$ cat config.mk
export PLATFORM = sky130hd
export DESIGN_NAME = execute_md
export DESIGN_NICKNAME = d
export VERILOG_FILES = /design/src/rtl/execute_md_pkg.sv /design/src/rtl/execute_md_md_unit.sv /design/src/rtl/execute_md.sv
export SDC_FILE = /design/constraint.sdc
export NUM_CORES = 2
export LEC_CHECK = 0
export BUFFER_PORTS_ARGS = -buffer_cell sky130_fd_sc_hd__buf_2
export CORE_UTILIZATION = 30
export DETAILED_ROUTE_END_ITERATION = 8
export HOLD_SLACK_MARGIN = 0.02
export PLACE_DENSITY = 0.43
export SYNTH_ARGS = -nofsm -noshare
export SYNTH_HDL_FRONTEND = slang
export SYNTH_SLANG_ARGS = --single-unit
$ cat constraint.sdc
create_clock -name clk -period 10.7 [get_ports clk]
set_input_delay 2.14 -clock clk [delete_from_list [all_inputs] [get_ports clk]]
set_output_delay 2.14 -clock clk [all_outputs]
set_load 0.05 [all_outputs]
$ cat src/rtl/execute_md_pkg.sv
// Shared pipeline types for the execute stage: operand-source select, ALU ops,
// M-extension funct3 codes and the DE->EX / EX->MEM stage registers.
package riscv_structures;

    // XLEN_DEF also sets the width of the stage-register structs below.
    localparam int XLEN_DEF = 32;

    typedef enum logic [1:0] {IDLE, RUN, DONE} md_state_e;

    typedef enum logic [1:0] {SRC_REG, SRC_MEM, SRC_WB} hu_src_e;

    typedef enum logic [3:0] {
        ALU_ADD, ALU_SUB, ALU_AND, ALU_OR, ALU_XOR,
        ALU_SLL, ALU_SRL, ALU_SRA, ALU_SLT, ALU_SLTU
    } alu_op_e;

    localparam logic [2:0] F3_MUL    = 3'b000;
    localparam logic [2:0] F3_MULH   = 3'b001;
    localparam logic [2:0] F3_MULHSU = 3'b010;
    localparam logic [2:0] F3_MULHU  = 3'b011;
    localparam logic [2:0] F3_DIV    = 3'b100;
    localparam logic [2:0] F3_DIVU   = 3'b101;
    localparam logic [2:0] F3_REM    = 3'b110;
    localparam logic [2:0] F3_REMU   = 3'b111;

    localparam logic [2:0] F3_BEQ  = 3'b000;
    localparam logic [2:0] F3_BNE  = 3'b001;
    localparam logic [2:0] F3_BLT  = 3'b100;
    localparam logic [2:0] F3_BGE  = 3'b101;
    localparam logic [2:0] F3_BLTU = 3'b110;
    localparam logic [2:0] F3_BGEU = 3'b111;

    typedef struct packed {
        logic                v_de;
        logic [XLEN_DEF-1:0] pc;
        logic [XLEN_DEF-1:0] rs1_data;
        logic [XLEN_DEF-1:0] rs2_data;
        logic [XLEN_DEF-1:0] imm;
        alu_op_e             alu_op;
        logic                use_pc;
        logic                use_imm;
        logic                is_jump;
        logic                mem_write;
        logic                reg_write;
        logic                is_md;
        logic [2:0]          funct3;
        logic [4:0]          rd;
    } de_to_ex_s;

    typedef struct packed {
        logic [XLEN_DEF-1:0] alu_result;
        logic [XLEN_DEF-1:0] write_data;
        logic [4:0]          rd;
        logic [2:0]          funct3;
        logic                mem_write;
        logic                reg_write;
    } ex_to_mem_s;

endpackage

$ cat src/rtl/execute_md_md_unit.sv
// Iterative multiply/divide: radix-2 shift-add multiply, restoring divide,
// on operand magnitudes with sign correction applied to the final result.
//   state | meaning
//   IDLE  | waiting for start; operands latched on the accepting edge
//   RUN   | one shift-add / shift-subtract step per cycle
//   DONE  | result valid for one cycle, then back to IDLE
module md_unit
    import riscv_structures::*;
#(
    parameter int XLEN = XLEN_DEF
) (
    input  logic            clk,
    input  logic            rst,
    input  logic            flush,
    input  logic            start,
    input  logic [XLEN-1:0] op_a,
    input  logic [XLEN-1:0] op_b,
    input  logic [2:0]      funct3,
    input  logic [4:0]      rd,
    output logic            busy,
    output logic            done,
    output logic [XLEN-1:0] result,
    output logic [4:0]      rd_q
);
    localparam int CW = $clog2(XLEN);

    md_state_e         state_q, state_d;
    logic [CW-1:0]     cnt_q;
    logic [2*XLEN-1:0] acc_q;
    logic [XLEN-1:0]   addend_q, dvd_q;
    logic [2:0]        f3_q;
    logic              neg_res_q, neg_rem_q, div0_q, ovf_q;

    logic              is_div, a_sgn, b_sgn, accept;
    logic [XLEN-1:0]   a_mag, b_mag;
    logic [XLEN:0]     mul_sum, div_trial, div_diff;
    logic [2*XLEN-1:0] mul_step, div_step, prod;
    logic [XLEN-1:0]   q_mag, r_mag, quo, rem;

    assign is_div = funct3[2];
    assign a_sgn  = op_a[XLEN-1] && (is_div ? !funct3[0] : (funct3 == F3_MULH || funct3 == F3_MULHSU));
    assign b_sgn  = op_b[XLEN-1] && (is_div ? !funct3[0] : (funct3 == F3_MULH));
    assign a_mag  = a_sgn ? -op_a : op_a;
    assign b_mag  = b_sgn ? -op_b : op_b;
    assign accept = (state_q == IDLE) && start && !flush;

    // Multiply: acc = {partial, multiplier}; divide: acc = {remainder, dividend/quotient}.
    assign mul_sum   = {1'b0, acc_q[2*XLEN-1:XLEN]} + (acc_q[0] ? {1'b0, addend_q} : '0);
    assign mul_step  = {mul_sum, acc_q[XLEN-1:1]};
    assign div_trial = {acc_q[2*XLEN-1:XLEN], acc_q[XLEN-1]};
    assign div_diff  = div_trial - {1'b0, addend_q};
    assign div_step  = div_diff[XLEN] ? {div_trial[XLEN-1:0], acc_q[XLEN-2:0], 1'b0}
                                      : {div_diff[XLEN-1:0],  acc_q[XLEN-2:0], 1'b1};

    always_ff @(posedge clk) begin
        if (rst) begin
            state_q   <= IDLE;
            cnt_q     <= '0;
            acc_q     <= '0;
            addend_q  <= '0;
            dvd_q     <= '0;
            f3_q      <= '0;
            rd_q      <= '0;
            neg_res_q <= 1'b0;
            neg_rem_q <= 1'b0;
            div0_q    <= 1'b0;
            ovf_q     <= 1'b0;
        end else begin
            state_q <= state_d;
            if (accept) begin
                cnt_q     <= CW'(XLEN - 1);
                acc_q     <= {{XLEN{1'b0}}, (is_div ? a_mag : b_mag)};
                addend_q  <= is_div ? b_mag : a_mag;
                dvd_q     <= op_a;
                f3_q      <= funct3;
                rd_q      <= rd;
                neg_res_q <= a_sgn ^ b_sgn;
                neg_rem_q <= a_sgn;
                div0_q    <= is_div && (op_b == '0);
                ovf_q     <= is_div && !funct3[0] && (op_a == {1'b1, {(XLEN-1){1'b0}}}) && (op_b == '1);
            end else if (state_q == RUN) begin
                acc_q <= f3_q[2] ? div_step : mul_step;
                cnt_q <= cnt_q - CW'(1);
            end
        end
    end

    always_comb begin
        state_d = state_q;
        case (state_q)
            IDLE:    if (start) state_d = RUN;
            RUN:     if (div0_q || ovf_q || cnt_q == '0) state_d = DONE;
            DONE:    state_d = IDLE;
            default: state_d = IDLE;
        endcase
        if (flush) state_d = IDLE;
    end

    assign busy = accept || (state_q == RUN);
    assign done = (state_q == DONE);

    assign prod  = neg_res_q ? -acc_q : acc_q;
    assign q_mag = acc_q[XLEN-1:0];
    assign r_mag = acc_q[2*XLEN-1:XLEN];
    assign quo   = neg_res_q ? -q_mag : q_mag;
    assign rem   = neg_rem_q ? -r_mag : r_mag;

    always_comb begin
        result = '0;
        case (f3_q)
            F3_MUL:                       result = prod[XLEN-1:0];
            F3_MULH, F3_MULHSU, F3_MULHU: result = prod[2*XLEN-1:XLEN];
            F3_DIV, F3_DIVU:              result = div0_q ? '1 : (ovf_q ? dvd_q : quo);
            F3_REM, F3_REMU:              result = div0_q ? dvd_q : (ovf_q ? '0 : rem);
            default:                      result = '0;
        endcase
    end

endmodule

$ cat src/rtl/execute_md.sv
// Execute stage with operand bypass, ALU, branch compare and an optional
// iterative M-extension unit that stalls the pipe while it runs.
module execute_md
    import riscv_structures::*;
#(
    parameter int XLEN      = XLEN_DEF,
    parameter int MD_ENABLE = 1
) (
    input  logic            clk,
    input  logic            rst,
    input  de_to_ex_s       de_to_ex,
    input  hu_src_e         rs1s,
    input  hu_src_e         rs2s,
    input  logic [XLEN-1:0] bp_mem,
    input  logic [XLEN-1:0] bp_wb,
    input  logic            flush,
    output ex_to_mem_s      ex_to_mem,
    output logic            pc_reset,
    output logic [XLEN-1:0] pc_exec,
    output logic            ex_busy
);
    logic [XLEN-1:0]         rs1_val, rs2_val, alu_a, alu_b, alu_res, md_result;
    logic [$clog2(XLEN)-1:0] shamt;
    logic                    cmp, md_start, md_busy, md_done;
    logic [4:0]              md_rd;

    always_comb begin
        case (rs1s)
            SRC_MEM: rs1_val = bp_mem;
            SRC_WB:  rs1_val = bp_wb;
            default: rs1_val = de_to_ex.rs1_data;
        endcase
        case (rs2s)
            SRC_MEM: rs2_val = bp_mem;
            SRC_WB:  rs2_val = bp_wb;
            default: rs2_val = de_to_ex.rs2_data;
        endcase
    end

    assign alu_a = de_to_ex.use_pc  ? de_to_ex.pc  : rs1_val;
    assign alu_b = de_to_ex.use_imm ? de_to_ex.imm : rs2_val;
    assign shamt = alu_b[$clog2(XLEN)-1:0];

    always_comb begin
        alu_res = '0;
        case (de_to_ex.alu_op)
            ALU_ADD:  alu_res = alu_a + alu_b;
            ALU_SUB:  alu_res = alu_a - alu_b;
            ALU_AND:  alu_res = alu_a & alu_b;
            ALU_OR:   alu_res = alu_a | alu_b;
            ALU_XOR:  alu_res = alu_a ^ alu_b;
            ALU_SLL:  alu_res = alu_a << shamt;
            ALU_SRL:  alu_res = alu_a >> shamt;
            ALU_SRA:  alu_res = XLEN'($signed(alu_a) >>> shamt);
            ALU_SLT:  alu_res = XLEN'($signed(alu_a) < $signed(alu_b));
            ALU_SLTU: alu_res = XLEN'(alu_a < alu_b);
            default:  alu_res = '0;
        endcase
    end

    always_comb begin
        cmp = 1'b0;
        case (de_to_ex.funct3)
            F3_BEQ:  cmp = (rs1_val == rs2_val);
            F3_BNE:  cmp = (rs1_val != rs2_val);
            F3_BLT:  cmp = ($signed(rs1_val) <  $signed(rs2_val));
            F3_BGE:  cmp = ($signed(rs1_val) >= $signed(rs2_val));
            F3_BLTU: cmp = (rs1_val <  rs2_val);
            F3_BGEU: cmp = (rs1_val >= rs2_val);
            default: cmp = 1'b0;
        endcase
    end

    assign pc_reset = de_to_ex.v_de && !flush && !rst &&
                      ((cmp && de_to_ex.use_pc) || de_to_ex.is_jump);
    assign pc_exec  = alu_res;

    assign md_start = (MD_ENABLE != 0) && de_to_ex.v_de && de_to_ex.is_md && !flush;

    generate
        if (MD_ENABLE != 0) begin : g_md
            md_unit #(.XLEN(XLEN)) u_md_unit (
                .clk    (clk),
                .rst    (rst),
                .flush  (flush),
                .start  (md_start),
                .op_a   (rs1_val),
                .op_b   (rs2_val),
                .funct3 (de_to_ex.funct3),
                .rd     (de_to_ex.rd),
                .busy   (md_busy),
                .done   (md_done),
                .result (md_result),
                .rd_q   (md_rd)
            );
        end else begin : g_no_md
            assign md_busy   = 1'b0;
            assign md_done   = 1'b0;
            assign md_result = '0;
            assign md_rd     = '0;
        end
    endgenerate

    assign ex_busy = md_busy && !rst;

    // A flush or an in-flight M op leaves an all-zero bubble in the MEM register.
    always_ff @(posedge clk) begin
        if (rst || flush || ex_busy) begin
            ex_to_mem <= '0;
        end else if (md_done) begin
            ex_to_mem            <= '0;
            ex_to_mem.alu_result <= md_result;
            ex_to_mem.rd         <= md_rd;
            ex_to_mem.funct3     <= de_to_ex.funct3;
            ex_to_mem.reg_write  <= 1'b1;
        end else begin
            ex_to_mem.alu_result <= de_to_ex.is_jump ? de_to_ex.pc + XLEN'(4) : alu_res;
            ex_to_mem.write_data <= rs2_val;
            ex_to_mem.rd         <= de_to_ex.rd;
            ex_to_mem.funct3     <= de_to_ex.funct3;
            ex_to_mem.mem_write  <= de_to_ex.mem_write && de_to_ex.v_de;
            ex_to_mem.reg_write  <= de_to_ex.reg_write && de_to_ex.v_de;
        end
    end

endmodule

After elaboration in Yosys (flattened, before gate mapping)
Index checks and enable logic that the tools add are counted.
{ "word_totals": {"ff_bits": 221, "word_cells": 149} }
{ "classes": {"add_sub_neg": 11, "n_lt_le_gt_ge": 6, "n_eq_ne": 34, "n_shift": 3, "mux": 32, "n_bitwise": 4, "reduce_logical": 41} }
{ "ops": {"columns": ["op", "n"], "rows": [
  ["$mux 32", 16],
  ["$pmux 32 s10", 1],
  ["$mux 64", 3],
  ["$lt 32x32->1", 4],
  ["$neg 32->32", 4],
  ["$pmux 32 s2", 2],
  ["$pmux 32 s4", 1],
  ["$mux 74", 1],
  ["$eq 32x32->1 const B", 2],
  ["$ge 32x32->1", 2],
  ["$neg 64->64", 1],
  ["$add 32x32->33", 1],
  ["$sub 33x32->33", 1],
  ["$add 32x3->32 const B", 1],
  ["$add 32x32->32", 1],
  ["$and 32x32->32", 1],
  ["$eq 32x32->1", 1],
  ["$logic_not 32->1", 1],
  ["$ne 32x32->1", 1],
  ["$or 32x32->32", 1],
  ["$shl 32x5->32", 1],
  ["$shr 32x5->32", 1],
  ["$sshr 32x5->32", 1],
  ["$sub 32x32->32", 1],
  ["30 further kinds", 81]
]} }

Longest topological paths before layout
{ "logic_depth": {"ltp_word": 8, "depth_mapped": 22, "mapped_depth_nobuf": 18} }

By module
From an unflattened synthesis, not the netlist that was laid out.
{ "unflattened": {"cells_unflattened": 4413, "hier_area_um2": 30674.4} }
{ "modules_own_cells": {"columns": ["module", "n_inst", "cells_per_inst", "area_each_um2"], "rows": [
  ["execute_md", 1, 2252, 15482.3],
  ["md_unit", 1, 2161, 15192.1]
]} }

Worst setup path before layout
OpenSTA, ideal clock, no wires.
{ "synth_timing": {"kind": "in2out", "from": "input rs2s[0]", "to": "output pc_exec[21]", "t_arrival_ns": 7.497, "required_time_ns": 8.560, "setup_slack_ns": 1.063, "cell_stages": 21, "n_path_buf": 6, "path_cell_list": "inv_1 > ha_1 > buf_2 > or2_2 > o221a_2 > inv_1 > buf_2 > buf_2 > buf_2 > buf_2 > buf_1 > ha_1 > nand2b_1 > o2111ai_1 > a211oi_1 > o21ai_0 > a2111oi_0 > nor2_1 > o31ai_1 > a221oi_1 > o21ai_0"} }
{ "synth_via": {"elab_chain_cells": 5} }
{ "synth_rtl": {"columns": ["element", "line", "source"], "rows": [
  ["start: declaration", "execute_md.sv:13", "input hu_src_e rs2s,"],
  ["$eq 2x2->1 / $eq 2x1->1 (equally long branches)", "execute_md.sv:33", "case (rs2s)"],
  ["$pmux 32 s2 (*)", "execute_md.sv:33", null],
  ["$mux 32 (*)", "execute_md.sv:41", "assign alu_b = de_to_ex.use_imm ? de_to_ex.imm : rs2_val;"],
  ["$sub 32x32->32 (tied with other cells)", "execute_md.sv:48", "ALU_SUB: alu_res = alu_a - alu_b;"],
  ["$pmux 32 s10 (*)", "execute_md.sv:46", "case (de_to_ex.alu_op)"],
  ["end: declaration", "execute_md.sv:19", "output logic [XLEN-1:0] pc_exec,"]
]} }
Every way passes the cells marked *; elsewhere a longest branch is shown, timed or not.

Worst setup path in the final report
{ "layout_timing": {"from": "input rs1s[0]", "to": "output pc_exec[28]"} }
{ "layout_via": {"elab_chain_cells": 5} }
{ "layout_rtl": {"columns": ["element", "line", "source"], "rows": [
  ["start: declaration", "execute_md.sv:12", "input hu_src_e rs1s,"],
  ["$eq 2x2->1 / $eq 2x1->1 (equally long branches)", "execute_md.sv:28", "case (rs1s)"],
  ["$pmux 32 s2 (*)", "execute_md.sv:28", null],
  ["$mux 32 (*)", "execute_md.sv:40", "assign alu_a = de_to_ex.use_pc ? de_to_ex.pc : rs1_val;"],
  ["$sub 32x32->32 (tied with other cells)", "execute_md.sv:48", null],
  ["$pmux 32 s10 (*)", "execute_md.sv:46", null]
]} }
Marks and branches as above.

==> run summary <==
The power density over the cells is 142 nW/um^2, and the largest clock skew in the final design is 0.0401 ns. The run gives 33800 um^2 as the final instance area. The first global-routing pass estimated 258000 um of wire. After detailed routing, the average wire length per cell comes to 32.8 um.

Net switching component of the power: 2.38 mW. In this run, synthesis inferred 0 flip-flops with an integrated enable. For the setup slack after placement, the log shows 0.861 ns. The cell-internal power was 2.41 mW; the average cell area after synthesis was 7.01 um^2. The number of placement rows was 114. By area the synthesized netlist is led by dfxtp_1 (15%), ha_1 (8.5%), mux2i_1 (6.8%).

The tools report the number of standard cells in the final layout excluding fillers as 5690. After layout, the worst setup slack is 0.722 ns. The number of max-cap violations came out at 0. In this run, post-CTS hold repair placed 0 buffers. The final count of hold timing violations came out at 0. Entering global routing, the biggest net connects 78 pins. The critical setup path kind was primary input to output pin. The logs give 14.3 nW for the leakage power total and 221 for the number of clock sinks.

The logs give 5.90 ns for the internal reg-to-reg setup slack and 35916 for the total via count in the routed design. Vertical die dimension: 316 um. TritonCTS built the clock tree. Final critical-path share of the clock period: 93.2%. The first routing iteration left 4996 violations. Timing would allow up to 100 MHz. The tools report the required time reported for the critical path endpoint as 8.56 ns. The tools report the clock network power share as 25.3%. The largest individual stage delay along the critical path comes from the cell ha_1. 326 I/O pins were placed. The iteration count of the initial detailed-routing pass was 6; the maximum VDD drop was 0.000124 V.

The run gives 0 as the final count of negative-setup-slack endpoints. Counting distinct cell types in the post-synthesis netlist gives 94. Once detail routing completed, the nets flagged for antenna violations numbered 0.

The net count of the finished layout came out at 4806. Of the total power, the share spent switching nets is 49.7%. The tools report the area enclosed by the die boundary as 99900 um^2. The clock slew at the register clock pins of the worst setup and hold paths came out at 0.05 ns. Summed over all layers, the global routing overflow is 0. At the worst endpoint, the arrival time is 7.84 ns. Combinational power share: 55.7%. The signal on the critical path passes through buf_2, inv_1, ha_2, nand2b_1, buf_4, o221ai_1, inv_1, ha_1, nand3_1, or3_1, or4_1, o21ba_2, nor2_1, o21ai_0, a221oi_1, nor4_1, or3_1, buf_2.

The path class of the tightest hold or removal check is register to register. The share of synthesized area in the top cell type comes to 15.0%. The routed design could run at a clock period as short as 9.98 ns. For this run, the share of the core covered by cells in the final layout is 34.8%. Measured along the x axis, the die boundary spans 316 um. The run gives 0 as the buffer count from post-CTS setup fixing.

Buffers placed on the I/O ports in this run total 325. The cell type contributing the most total cell area after synthesis is dfxtp_1. For the area of the mapped netlist, the log shows 29600 um^2.

The maximum level of the CTS H-tree is 1, and the number of storage elements in the synthesis netlist is 221. The final-report max-slew violation count came out at 0. Once the floorplan was initialized, standard cells occupied 30.5% of the core.

Number of global-route vias before repair: 32568. The leading register cell type out of synthesis was dfxtp_1. STA classifies the critical path startpoint as a primary input.

The cell family contributing the most delay on the critical path is simple AND/OR/NAND/NOR gates. Clock tree synthesis inserted a total of 31 buffers. The placer's final routability congestion estimate came out at 1.05. In this design, the stage delay of the slowest critical-path cell is 0.64 ns. The share of the Yosys chip area taken by registers is 15.0%. Setup repair after global routing left no endpoint under its margin.

The longest clock path from root to sink contains 3 buffers. The transition time at the pin with the least slew margin was 1.26 ns; the total half-perimeter wirelength after legalization and detailed placement was 150000 um. In the final layout, the share of cells above drive strength 1 is 15.2%.

Using the TritonRoute via totals, the vias-per-cell ratio works out to 6.31. The tightest slew margin relative to the limit was 15.0%. The Yosys step of the flow raised 0 warnings.

The initial antenna violation count was 15; the growth of design area from synthesis to finish was 14.3%. When the netlist entered floorplanning its net count stood at 4645. The logs give 36.0% for the global router's overall resource usage and 187000 um for the total wire length.

After detailed placement, the design holds a cell count of 5625. The standard cell area after detailed placement came out at 32600 um^2. The worst setup path is captured at an output pin. The insertion delay to the later sink of the worst-skew pair is 0.65 ns, and the buffer and inverter count on the worst path is 5.

Synthesis produced 4221 cells. The fraction of registers with async set/reset came out at 0%. The cell sitting at the root of the clock tree is a clkbuf_16. Fraction of power consumed by sequential logic: 19.0%. In this run the worst path has a maximum fanout of 19. After floorplanning, the core was sized to cover 97100 um^2. The number of gates resized after CTS was 0. The run finished with clean final reports. Setup total negative slack on the finished layout was measured at 0 ns. The count of unresolved DRC violations after routing was 0.
sequential cells by signal (all words and copies together) (netlist names):
| signal | flops |
|---|---|
| g_md.u_md_unit.neg_rem_q | 1 |
| g_md.u_md_unit.div0_q | 1 |
| g_md.u_md_unit.f3_q | 3 |
| g_md.u_md_unit.neg_res_q | 1 |
| g_md.u_md_unit.acc_q | 64 |
| g_md.u_md_unit.cnt_q | 5 |
| g_md.u_md_unit.rd_q | 5 |
| g_md.u_md_unit.ovf_q | 1 |
| g_md.u_md_unit.dvd_q | 32 |
| g_md.u_md_unit.state_q | 2 |
| g_md.u_md_unit.addend_q | 32 |
| ex_to_mem | 74 |
placed cells by master, fill, tap and decap left out, drive strengths merged, types with 37 or more instances in the layout:
master	n
nor2b	40
o21ai	343
o22ai	50
a21o	50
o221ai	46
o31ai	39
nor3	61
o211ai	66
a21oi	331
mux2	43
nand2b	82
inv	195
nand3	67
a22oi	39
nor2	444
a221o	44
a31oi	37
xor2	96
ha	202
mux2i	201
nand2	434
a221oi	42
a211oi	76
or3	41
dfxtp	221
xnor2	145
buf	456
clkbuf	37
metal layers:
metal / vias up / routed length (um) / part of all wire, % / GRT usage, %
met5: - / 14 / 0.0075 / 0
met3: 331 / 20900 / 11 / 7.67
met4: 2 / 8980 / 4.8 / 14.7
met2: 2224 / 74600 / 40 / 50.7
met1: 17534 / 82100 / 44 / 52.3
li1: 15825 / - / - / -
final timing paths:
kind / endpoint / cells after the start / from
worst max-delay path: pc_exec[28] / 18 / rs1s[0]
worst min-delay path: g_md.u_md_unit.neg_rem_q / 2 / g_md.u_md_unit.neg_rem_q
worst max register to register: g_md.u_md_unit.acc_q[57] / 12 / g_md.u_md_unit.acc_q[33]
worst min register to register: g_md.u_md_unit.neg_rem_q / 2 / g_md.u_md_unit.neg_rem_q
final cells by class:
| cell class | count | area (um^2) |
|---|---|---|
| Antenna cell | 7 | 17.5 |
| Clock buffer | 37 | 838 |
| Clock inverter | 21 | 329 |
| Fill cell | 10662 | 63300 |
| Inverter | 190 | 713 |
| Multi-Input combinational cell | 3482 | 23300 |
| Sequential cell | 221 | 4430 |
| Tap cell | 1276 | 1600 |
| Timing Repair Buffer | 456 | 2640 |
synth_stat cells, drive strengths merged (69+ instances only):
cell,instances
a211oi,76
a21oi,331
buf,69
clkbuf,259
dfxtp,221
ha,202
inv,188
mux2i,201
nand2,434
nand2b,82
nor2,444
o21ai,343
xnor2,145
xor2,96
metrics by stage:
| step | power (mW) | hold WS [ns] |
|---|---|---|
| after floorplan | 2.52 | 0.426 |
| after global placement | 3.51 | 0.444 |
| after detailed placement | 3.48 | 0.444 |
| after CTS | 4.71 | 0.454 |
| after global routing | 4.95 | 0.471 |
| final | 4.79 | 0.454 |
tightest hold or removal path: cells and delay by family (launching register included):
kind / cells / cell delay, ns
DFF: 1 / 0.30
AOI/OAI and AO/OA: 1 / 0.05
and+or+nand+nor: 1 / 0.05
kinds of logic after synthesis:
group / Yosys count / share of synthesized area, %
simple gates: 1356 / 21.1
xor+xnor: 241 / 7.14
buf+inv: 518 / 6.75
fa+ha+maj: 207 / 8.85
mux: 248 / 8.74
compound gates: 1430 / 32.5
flops: 221 / 15.0
power groups by stage:
stage	registers, mW	clock network [mW]	logic (mW)
finish	0.911	1.21	2.67
CTS	0.910	1.23	2.57
global placement	0.927	0	2.58
floorplan	0.960	0	1.56
detailed placement	0.928	0	2.56
global route	0.914	1.26	2.77
No activity file was read; power rests on OpenSTA's default activity.
